## src/rtl/lae_control_gen_if.sv

```systemverilog
// Control/handshake bundle for lae_control_gen; the controller sits on the slave side.
// The hold line exists only when LAE_CONTROL_STALL_EN is defined.
interface lae_control_gen_if #(
    parameter int RCON_W = 5
) ();
    logic              start;
    logic              ain;
    logic              min;
    logic              last;
    logic              in_valid;
`ifdef LAE_CONTROL_STALL_EN
    logic              hold;
`endif
    logic              init;
    logic              getdata;
    logic              getdata0;
    logic              outc;
    logic              final_o;
    logic [RCON_W-1:0] rcon;
    logic              busy;
    logic              done;

    modport master (
        output start, ain, min, last, in_valid,
`ifdef LAE_CONTROL_STALL_EN
        output hold,
`endif
        input  init, getdata, getdata0, outc, final_o, rcon, busy, done
    );

    modport slave (
        input  start, ain, min, last, in_valid,
`ifdef LAE_CONTROL_STALL_EN
        input  hold,
`endif
        output init, getdata, getdata0, outc, final_o, rcon, busy, done
    );
endinterface

```

## src/rtl/lae_control_gen.sv

```systemverilog
// Round/phase controller for the TI authenticated-encryption datapath: init, absorb, final, done.
// Optional pipeline stall input enabled by defining LAE_CONTROL_STALL_EN.
module lae_control_gen #(
    parameter int ROUNDS = 16,
    parameter int STAGES = 1,
    parameter int RCON_W = 5
) (
    input logic             ck,
    input logic             rst,
    lae_control_gen_if.slave bus
);
    localparam int CNT_W = $clog2(ROUNDS);
    localparam int STG_W = (STAGES > 1) ? $clog2(STAGES) : 1;
    localparam logic [CNT_W-1:0] RND_LAST = CNT_W'(ROUNDS - 1);
    localparam logic [STG_W-1:0] STG_LAST = STG_W'(STAGES - 1);

    typedef enum logic [2:0] {
        IDLE,
        INIT,
        WAIT,
        ABSORB,
        FINAL,
        DONE
    } state_t;

    state_t           state;
    logic [CNT_W-1:0] rnd;
    logic [STG_W-1:0] stg;
    logic             busy_w;
    logic             init_w;

    assign busy_w = (state == INIT) || (state == ABSORB) || (state == FINAL);

    always_ff @(posedge ck) begin
        if (rst) begin
            state <= IDLE;
            rnd   <= '0;
            stg   <= '0;
        end else if (bus.start) begin
            state <= INIT;
            rnd   <= '0;
            stg   <= '0;
`ifdef LAE_CONTROL_STALL_EN
        end else if (!(bus.hold && busy_w)) begin
`else
        end else begin
`endif
            case (state)
                INIT, FINAL: begin
                    if (stg == STG_LAST) begin
                        stg <= '0;
                        if (rnd == RND_LAST) begin
                            rnd   <= '0;
                            state <= (state == INIT) ? WAIT : DONE;
                        end else begin
                            rnd <= rnd + CNT_W'(1);
                        end
                    end else begin
                        stg <= stg + STG_W'(1);
                    end
                end
                WAIT: begin
                    if (bus.in_valid) begin
                        state <= bus.last ? FINAL : ABSORB;
                    end
                end
                // A data block costs a single round with the round counter parked at zero.
                ABSORB: begin
                    if (stg == STG_LAST) begin
                        stg   <= '0;
                        state <= WAIT;
                    end else begin
                        stg <= stg + STG_W'(1);
                    end
                end
                default: ;
            endcase
        end
    end

    assign init_w       = (state == INIT) && (rnd == '0) && (stg == '0);
    assign bus.init     = init_w;
    assign bus.getdata  = (state == WAIT);
    assign bus.getdata0 = init_w && bus.ain;
    assign bus.outc     = bus.min;
    assign bus.final_o  = (state == FINAL) && (rnd == RND_LAST) && (stg == STG_LAST);
    assign bus.rcon     = RCON_W'(rnd);
    assign bus.busy     = busy_w;
    assign bus.done     = (state == DONE);
endmodule

```

## src/flat_wrapper.sv

```systemverilog
// flat-port wrapper written by rule: the top's interface ports become plain ports
module lae_control_gen_flat 
#(
    parameter int ROUNDS = 16,
    parameter int STAGES = 1,
    parameter int RCON_W = 5
)
  (ck, rst, bus_start, bus_ain, bus_min, bus_last, bus_in_valid, bus_init, bus_getdata, bus_getdata0, bus_outc, bus_final_o, bus_rcon, bus_busy, bus_done);
  lae_control_gen_if #(.RCON_W(RCON_W)) bus_i ();
  input logic ck;
  input logic rst;
  input wire logic [$bits(bus_i.start)-1:0] bus_start;
  input wire logic [$bits(bus_i.ain)-1:0] bus_ain;
  input wire logic [$bits(bus_i.min)-1:0] bus_min;
  input wire logic [$bits(bus_i.last)-1:0] bus_last;
  input wire logic [$bits(bus_i.in_valid)-1:0] bus_in_valid;
  output wire logic [$bits(bus_i.init)-1:0] bus_init;
  output wire logic [$bits(bus_i.getdata)-1:0] bus_getdata;
  output wire logic [$bits(bus_i.getdata0)-1:0] bus_getdata0;
  output wire logic [$bits(bus_i.outc)-1:0] bus_outc;
  output wire logic [$bits(bus_i.final_o)-1:0] bus_final_o;
  output wire logic [$bits(bus_i.rcon)-1:0] bus_rcon;
  output wire logic [$bits(bus_i.busy)-1:0] bus_busy;
  output wire logic [$bits(bus_i.done)-1:0] bus_done;
  assign bus_i.start = bus_start;
  assign bus_i.ain = bus_ain;
  assign bus_i.min = bus_min;
  assign bus_i.last = bus_last;
  assign bus_i.in_valid = bus_in_valid;
  assign bus_init = bus_i.init;
  assign bus_getdata = bus_i.getdata;
  assign bus_getdata0 = bus_i.getdata0;
  assign bus_outc = bus_i.outc;
  assign bus_final_o = bus_i.final_o;
  assign bus_rcon = bus_i.rcon;
  assign bus_busy = bus_i.busy;
  assign bus_done = bus_i.done;
  lae_control_gen #(.ROUNDS(ROUNDS), .STAGES(STAGES), .RCON_W(RCON_W)) u_core (.ck(ck), .rst(rst), .bus(bus_i));
endmodule
```

## config.mk

```make
export PLATFORM = sky130hd
export DESIGN_NAME = lae_control_gen_flat
export DESIGN_NICKNAME = d
export VERILOG_FILES = /design/src/rtl/lae_control_gen_if.sv /design/src/rtl/lae_control_gen.sv /design/src/flat_wrapper.sv
export SDC_FILE = /design/constraint.sdc
export NUM_CORES = 1
export LEC_CHECK = 0
export CAP_MARGIN = 20
export CORE_AREA = 3 3 40 42
export CTS_BUF_LIST = sky130_fd_sc_hd__clkbuf_4 sky130_fd_sc_hd__clkbuf_8
export DETAILED_ROUTE_END_ITERATION = 10
export DIE_AREA = 0 0 43 45
export GPL_TIMING_DRIVEN = 1
export PLACE_DENSITY = 0.69
export SETUP_SLACK_MARGIN = 0.02
export SYNTH_ARGS = -nofsm -noshare
export SYNTH_HDL_FRONTEND = slang
export SYNTH_SLANG_ARGS = --single-unit
```

## constraint.sdc

```tcl
create_clock -name ck -period 1.7 [get_ports ck]
set_input_delay 0.17 -clock ck [delete_from_list [all_inputs] [get_ports ck]]
set_output_delay 0.17 -clock ck [all_outputs]
set_load 0.02 [all_outputs]
```

# Yosys cells after proc, flatten, opt, wreduce, memory -nomap -nowiden
# Cells that the tools add are included.
[totals]
ff_bits = 8
inputBits = 7
output_inout_bits = 12
elab_cells = 47
[classes]
add_sub_neg = 2
eq_ne = 14
n_mux = 10
n_bitwise = 1
n_reduce_logical = 16
[ops]
columns = ["op", "n"]
rows = [
  ["3-bit 2-to-1 mux", 6],
  ["5-bit AND reduction", 2],
  ["3-bit inequality test, second input constant", 3],
  ["3-bit one-hot mux with 3 select lines", 1],
  ["3-bit by 2-bit == test with 1-bit output, second input constant", 2],
  ["3-bit == test, second input constant", 2],
  ["2-bit inequality test, second input constant", 3],
  ["1-bit logical AND", 5],
  ["4-bit by 1-bit adder with 4-bit output, second input constant", 1],
  ["4-bit == test, second input constant", 1],
  ["4-bit zero test", 1],
  ["4-bit 2-to-1 mux", 1],
  ["4-bit nonzero test", 1],
  ["2-bit OR reduction", 2],
  ["3-bit by 1-bit == test with 1-bit output, second input constant", 1],
  ["3-bit by 2-bit inequality test with 1-bit output, second input constant", 1],
  ["3-bit nonzero test", 1],
  ["3-bit OR reduction", 1],
  ["1-bit logical OR", 2],
  ["1-bit 2-to-1 mux", 2],
  ["2-bit by 1-bit inequality test with 1-bit output, second input constant", 1],
  ["2-bit AND reduction", 1],
  ["1-bit adder, second input constant", 1],
  ["1-bit NOT", 1],
]

# Longest topological paths before layout
# Gate-level depths: netlist (run 1).
[depth]
ltp_word = 6
ltp_mapped = 5

# Worst setup path after synthesis (run 1)
# Ideal clock, no wire load.
[synth_path]
path_kind = "flip-flop to output port"
start = "register u_core.state[0]"
end = "output port bus_getdata0"
arrival_time_ps = 1443
required_ps = 1530
slack_ps = 87
path_stages_with_launch = 5
path_buffers = 1
cell_sequence = "dfxtp_1 buf_2 nand2b_1 nor4_2 and2_1"
[synth_via]
elab_chain_cells = 4
[synth_lines]
columns = ["item", "line_no", "text"]
rows = [
  ["start, declared", "lae_control_gen.sv:26", "state_t state;"],
  ["start signal, assigned", "lae_control_gen.sv:54", "state <= (state == INIT) ? WAIT : DONE;"],
  ["start signal, assigned", "lae_control_gen.sv:64", "state <= bus.last ? FINAL : ABSORB;"],
  ["3-bit by 1-bit == test with 1-bit output", "lae_control_gen.sv:81", "assign init_w = (state == INIT) && (rnd == '0) && (stg == '0);"],
  ["1-bit logical AND (2 in a row)", "lae_control_gen.sv:81", ""],
  ["net bus_init", "flat_wrapper.sv:17", "output wire logic [$bits(bus_i.init)-1:0] bus_init;"],
  ["1-bit logical AND", "lae_control_gen.sv:84", "assign bus.getdata0 = init_w && bus.ain;"],
  ["end, declared", "flat_wrapper.sv:19", "output wire logic [$bits(bus_i.getdata0)-1:0] bus_getdata0;"],
]
# The timed path passes the listed nets, and every way through them passes these cells.

# Final worst setup path (run 1)
[layout_path]
start = "register u_core.rnd[2]"
end = "output port bus_rcon[2]"
[layout_lines]
columns = ["item", "line_no", "text"]
rows = [
  ["start, declared", "lae_control_gen.sv:27", "logic [CNT_W-1:0] rnd;"],
  ["start signal, assigned", "lae_control_gen.sv:56", "rnd <= rnd + CNT_W'(1);"],
  ["end, declared", "flat_wrapper.sv:22", "output wire logic [$bits(bus_i.rcon)-1:0] bus_rcon;"],
]
# No word-level cell between the ends.

==> results of run 1 <==
where the power goes:
| part | switching (uW) | internal [uW] | total (uW) | leakage [uW] |
|---|---|---|---|---|
| Sequential | 2.15 | 167 | 169 | 0.0000568 |
| Combinational | 32.8 | 30.5 | 63.3 | 0.000217 |
| Clock | 63.0 | 106 | 169 | 0.0000184 |
metrics by stage:
stage                     setup slack, ns  cells  util (%)  power (uW)  instance area, um^2
after floorplan                    0.0875     60         -         215                  492
after global placement             0.0231     91      52.4         240                  673
after detailed placement          0.00480     91      52.4         240                  673
after CTS                         0.00174     95      54.2         412                  697
after global routing              0.00308     95      53.6         429                  688
final                               0.151     95      53.6         401                  688
kinds of logic after synthesis:
logic type,synth area share (%)
AND/OR/NAND/NOR,30.0
AO/OA/AOI/OAI,19.3
buffers and inverters,11.2
flip-flops,28.5
XOR/XNOR,5.09
adder cells (fa/ha/maj),5.09
other,0.763
layer usage:
layer | up-vias | part of all wire (%) | track usage [%]
li1 | 247 | - | -
met1 | 214 | 45 | 15.3
met2 | 11 | 45 | 21.3
met3 | 3 | 7.8 | 7.17
met4 | 0 | 1.3 | 5.42
met5 | - | 0 | 0
flip-flops by register name (all words and copies together) (netlist names):
signal / count
u_core.rnd: 4
u_core.state: 3
cell type report:
type / count / area (um^2)
Sequential cell: 7 / 140
Fill cell: 148 / 597
Clock buffer: 4 / 30.0
Multi-Input combinational cell: 43 / 297
Tap cell: 15 / 18.8
Inverter: 4 / 15.0
Timing Repair Buffer: 22 / 188
path summary, 6_finish.rpt:
path	startpoint	to	cells past startpoint
worst max register to register	u_core.rnd[0]	u_core.rnd[2]	5
worst min-delay path	bus_min	bus_outc	0
worst max-delay path	u_core.rnd[2]	bus_rcon[2]	2
worst min register to register	u_core.rnd[3]	u_core.rnd[3]	2
placed cells by master (no fill, tap or decap), types with 2 or more instances in the layout:
| cell | n |
|---|---|
| clkbuf_4 | 4 |
| nand2b_1 | 3 |
| o21ai_0 | 3 |
| a21oi_1 | 4 |
| buf_4 | 7 |
| nor2_1 | 3 |
| ha_1 | 2 |
| o21ba_1 | 2 |
| clkbuf_2 | 2 |
| o21a_1 | 2 |
| nand3_1 | 5 |
| a31oi_1 | 2 |
| inv_1 | 4 |
| dfxtp_1 | 7 |
| dlygate4sd2_1 | 3 |
| clkdlybuf4s50_1 | 9 |
| or4_1 | 2 |
critical path, delay by kind of cell, from the launching register on:
family   cells  cell delay [ns]
buf+inv      2             0.75
flops        1             0.37
timing repair:
item                       in CTS  in global routing
setup endpoints to repair       6                  3
hold endpoints to repair        0                  0
gates resized for setup         7                  6
pin swaps                       0                  0
cloned                          0                  0
setup buffers                   0                  0
==> reports/qor.yml, run 1 <==
critical_path:
  arrival_ns: 1.38
  r2r_slack_ns: 0.33
  setup.worst_path.start_class: "flop"
  cp-end-kind: "primary output"
  crit_required_ns: 1.53
  cpPeakStageDelay_ns: 0.60
  crit_chain: "buf_4 -> clkdlybuf4s50_1"
  critPathKind: "reg2out"
  crit_slowest_cell: "clkdlybuf4s50_1"
  path_max_fanout: 5
synthesis:
  yosysWarnings: 0
  synth_nets: 69
  yosys-top-cells-area: "dfxtp_1, ha_1, nand3_1"
  synth_common_cells: "dfxtp_1, nand3_1, a21oi_1, inv_1"
  ys_seq_elements: 7
  syn_area_um2: 492
  syn-mean-instance-area_um2: 8.20
  netlist.area_leader.share_pct: 28.5
  synth-async-reset-ratio_pct: 0
  synth_cells: 60
  ys.flop_type: "dfxtp_1"
  synth_top_area_cell: "dfxtp_1"
  synth.most_common_cell: "dfxtp_1"
  synth_seq_area_share_pct: 28.5
  synth.distinct_cells: 31
  synth-edff-count: 0
timing:
  setup_viol: 0
  grt_setup_unrepaired: "true"
  holdWs_ns: 0.340
  report.final.slew_viol_count: 0
  min_period_over_period_pct: 91.1
  tns_ns: 0
  fin_skew_ns: 0.00467
  max_freq_ghz: 0.646
  period_minus_slack_ns: 1.55
  finalHoldViolCount: 0
clocking:
  cts.sinks: 7
  path_clk_slew_ns: 0.05
  numCtsBuffers: 3
  cts-root-buf: "clkbuf_4"
  cts_tree: "built"
  cts_hold_buffers: 0
  h-tree-depth: 1
  clockBufferDepth: 2
  clock_latency_ns: 0.26
status:
  status: "finished, final reports clean"
power:
  p_leak_uw: 0.000293
  vdd_drop_max_mv: 0.404
  power_density_nw_per_um2: 583
route:
  wirelength_um: 1040
  viasPerCell: 5.00
  wire_per_inst_um: 10.9
  drcViolationCount: 0
  ant_nets: 0
  dr.pass1.iters: 4
  via_count: 475
  drtIter0Drc: 7
place:
  gp_congestion: 0.742
  numPortBuffers: 15
  dpl.hpwl_um: 822
flow_run:
  maxCapViolCount: 0
worst_hold_path:
  hold_path_class: "in2out"
floorplan:
  coreArea_um2: 1280
  die_w_um: 43
  die_h_um: 45
  initial_core_util_pct: 38.3
  ioPinCount: 19
  die-area_um2: 1940
  row_count: 13
global_routing:
  first_global_vias: 472
  grt_pass1_wl_um: 1900
  grt_overflow: 0
  grt_start_max_net_pins: 11
  grt_usage_pct: 13.5
  antenna_found_initial: 0
final_layout:
  syn_to_final_growth_pct: 39.9
  drive_gt1_share_pct: 21.3
  insertedDiodeCount: 0
  layout.nets: 90
No activity file was read; power rests on OpenSTA's default activity.
==> run 2, diff against run 1 <==
Settings changed: CELL_PAD_IN_SITES_DETAIL_PLACEMENT set to 1, CELL_PAD_IN_SITES_GLOBAL_PLACEMENT set to 1, CORE_AREA 3 3 40 42 to 3 3 44 46, CTS_CLUSTER_DIAMETER set to 150, DIE_AREA 0 0 43 45 to 0 0 47 49, PLACE_DENSITY 0.69 to not set, PLACE_DENSITY_LB_ADDON set to 0.1.
==> run 2 against run 1 <==
Net effect: sequential share of layout area fell by 1.3 points; non-clock buffer count rose by 3; cell count rose by 4.2%; hold slack did not move; setup slack got worse by 0.045 ns; total power rose by 3.8%; utilization fell by 5.0 points; largest power group is now the clock network; fmax fell by 2.8%; die area rose by 19%.
==> reports/qor.yml, run 2 (same netlist as run 1, synthesis figures left out) <==
status:
  status: "finished, final reports clean"
clocking:
  clock_latency_ns: 0.26
  h-tree-depth: 1
  cts_tree: "built"
  cts_setup_buffers: 0
  cts.sinks: 7
  numCtsBuffers: 3
  path_clk_slew_ns: 0.05
  cts-root-buf: "clkbuf_4"
  clockBufferDepth: 2
power:
  comb_power_share_pct: 18.1
  power_density_nw_per_um2: 557
  vdd_drop_max_mv: 0.279
  seq_power_share_pct: 40.8
  swShare_pct: 25.4
  clkPwrFrac_pct: 41.1
  switching_power_uw: 106
  p_int_uw: 311
  p_leak_uw: 0.000314
critical_path:
  critPathKind: "reg2out"
  setup.worst_path.start_class: "flop"
  crit_chain: "buf_4 -> clkdlybuf4s50_1"
  worst-path-buf-inv: 2
  path_max_fanout: 5
  crit_required_ns: 1.53
  crit_slowest_cell: "clkdlybuf4s50_1"
  cp_top_family: "buffers and inverters"
  cpPeakStageDelay_ns: 0.60
  cp-end-kind: "primary output"
  arrival_ns: 1.42
final_layout:
  insertedDiodeCount: 0
  reg_top3: "u_core.rnd x4, u_core.state x3"
  utilization_pct: 48.5
  nFillCells: 193
  largest_register: "u_core.rnd"
  drive_gt1_share_pct: 33.7
  layout.nets: 93
  largest_reg_flops: 4
  syn_to_final_growth_pct: 52.2
  final_cell_mix: "buf_4, clkdlybuf4s50_1, nand3_1, dfxtp_1"
  final_common_cell: "buf_4"
global_routing:
  grt_pass1_wl_um: 2350
  first_global_vias: 508
  antenna_found_initial: 0
  grt_start_max_net_pins: 11
  grtUsageMet3_pct: 6.64
  groute.layer.met1.usage_pct: 19.1
  grt.met2_usage_pct: 20.1
  grt-busiest-layer: "met2"
  grt_usage_pct: 14.5
  grt_overflow: 0
timing:
  finalHoldViolCount: 0
  min_period_over_period_pct: 93.7
  report.final.slew_viol_count: 0
  fin_skew_ns: 0.00393
  period_minus_slack_ns: 1.59
  tns_ns: 0
  grt_setup_unrepaired: "false"
  setup_viol: 0
  max_freq_ghz: 0.628
place:
  numPortBuffers: 15
  dpl.hpwl_um: 1130
  gp_congestion: 0.699
flow_run:
  maxCapViolCount: 0
route:
  wirelength_um: 1460
  wire_per_inst_um: 14.7
  via_count: 510
  drtIter0Drc: 1
  ant_nets: 0
  viasPerCell: 5.15
  dr.pass1.iters: 4
  drcViolationCount: 0
floorplan:
  die_h_um: 49
  die_w_um: 47
  die-area_um2: 2300
  initial_core_util_pct: 31.9
  row_count: 14
  coreArea_um2: 1540
  ioPinCount: 19
worst_hold_path:
  hold_path_class: "in2out"
-- run 2: routing by layer --
layer	vias to the layer above	share of wire (%)
met2	10	48
met3	5	4.9
met5	-	0
li1	256	-
met1	239	45
met4	0	1.6
-- run 2: cell type report --
cell class / count / area, um^2 / area share (%)
Tap cell: 16 / 20.0 / 2.68
Multi-Input combinational cell: 43 / 328 / 43.8
Sequential cell: 7 / 143 / 19.1
Inverter: 4 / 15.0 / 2.01
Timing Repair Buffer: 25 / 213 / 28.4
Clock buffer: 4 / 30.0 / 4.01
-- run 2: path summary, 6_finish.rpt --
path	startpoint	to	slack [ns]	cells past startpoint
worst min register to register	u_core.rnd[0]	u_core.rnd[0]	0.52	2
worst min-delay path	bus_min	bus_outc	0.34	0
worst max-delay path	u_core.rnd[2]	bus_rcon[2]	0.11	2
worst max register to register	u_core.state[1]	u_core.state[0]	0.30	4
-- run 2: through the flow --
| step | total power (uW) | hold WS (ns) | setup slack [ns] | cells | area [um^2] |
|---|---|---|---|---|---|
| 6_report | 417 | 0.340 | 0.107 | 99 | 748 |
| 3_5_place_dp | 244 | 0.340 | 0.00360 | 95 | 697 |
| 4_1_cts | 417 | 0.340 | 0.0557 | 99 | 722 |
| 5_1_grt | 448 | 0.340 | 0.0275 | 99 | 748 |
| 3_3_place_gp | 243 | 0.340 | 0.0480 | 95 | 697 |
| 2_1_floorplan | 215 | 0.239 | 0.0875 | 60 | 492 |
-- run 2: power groups by stage --
stage                     registers (uW)  logic, uW  clock network (uW)
after floorplan                      175       40.0                   0
after global placement               173       70.0                   0
after detailed placement             173       70.6                   0
after CTS                            169       67.7                 180
after global routing                 170       82.5                 196
final                                170       75.6                 171
-- run 2: repair_timing --
| item | in CTS | in global routing |
|---|---|---|
| pin swaps | 0 | 3 |
| hold buffers | 0 | 0 |
| setup endpoints to repair | 6 | 3 |
| gates resized for setup | 8 | 18 |
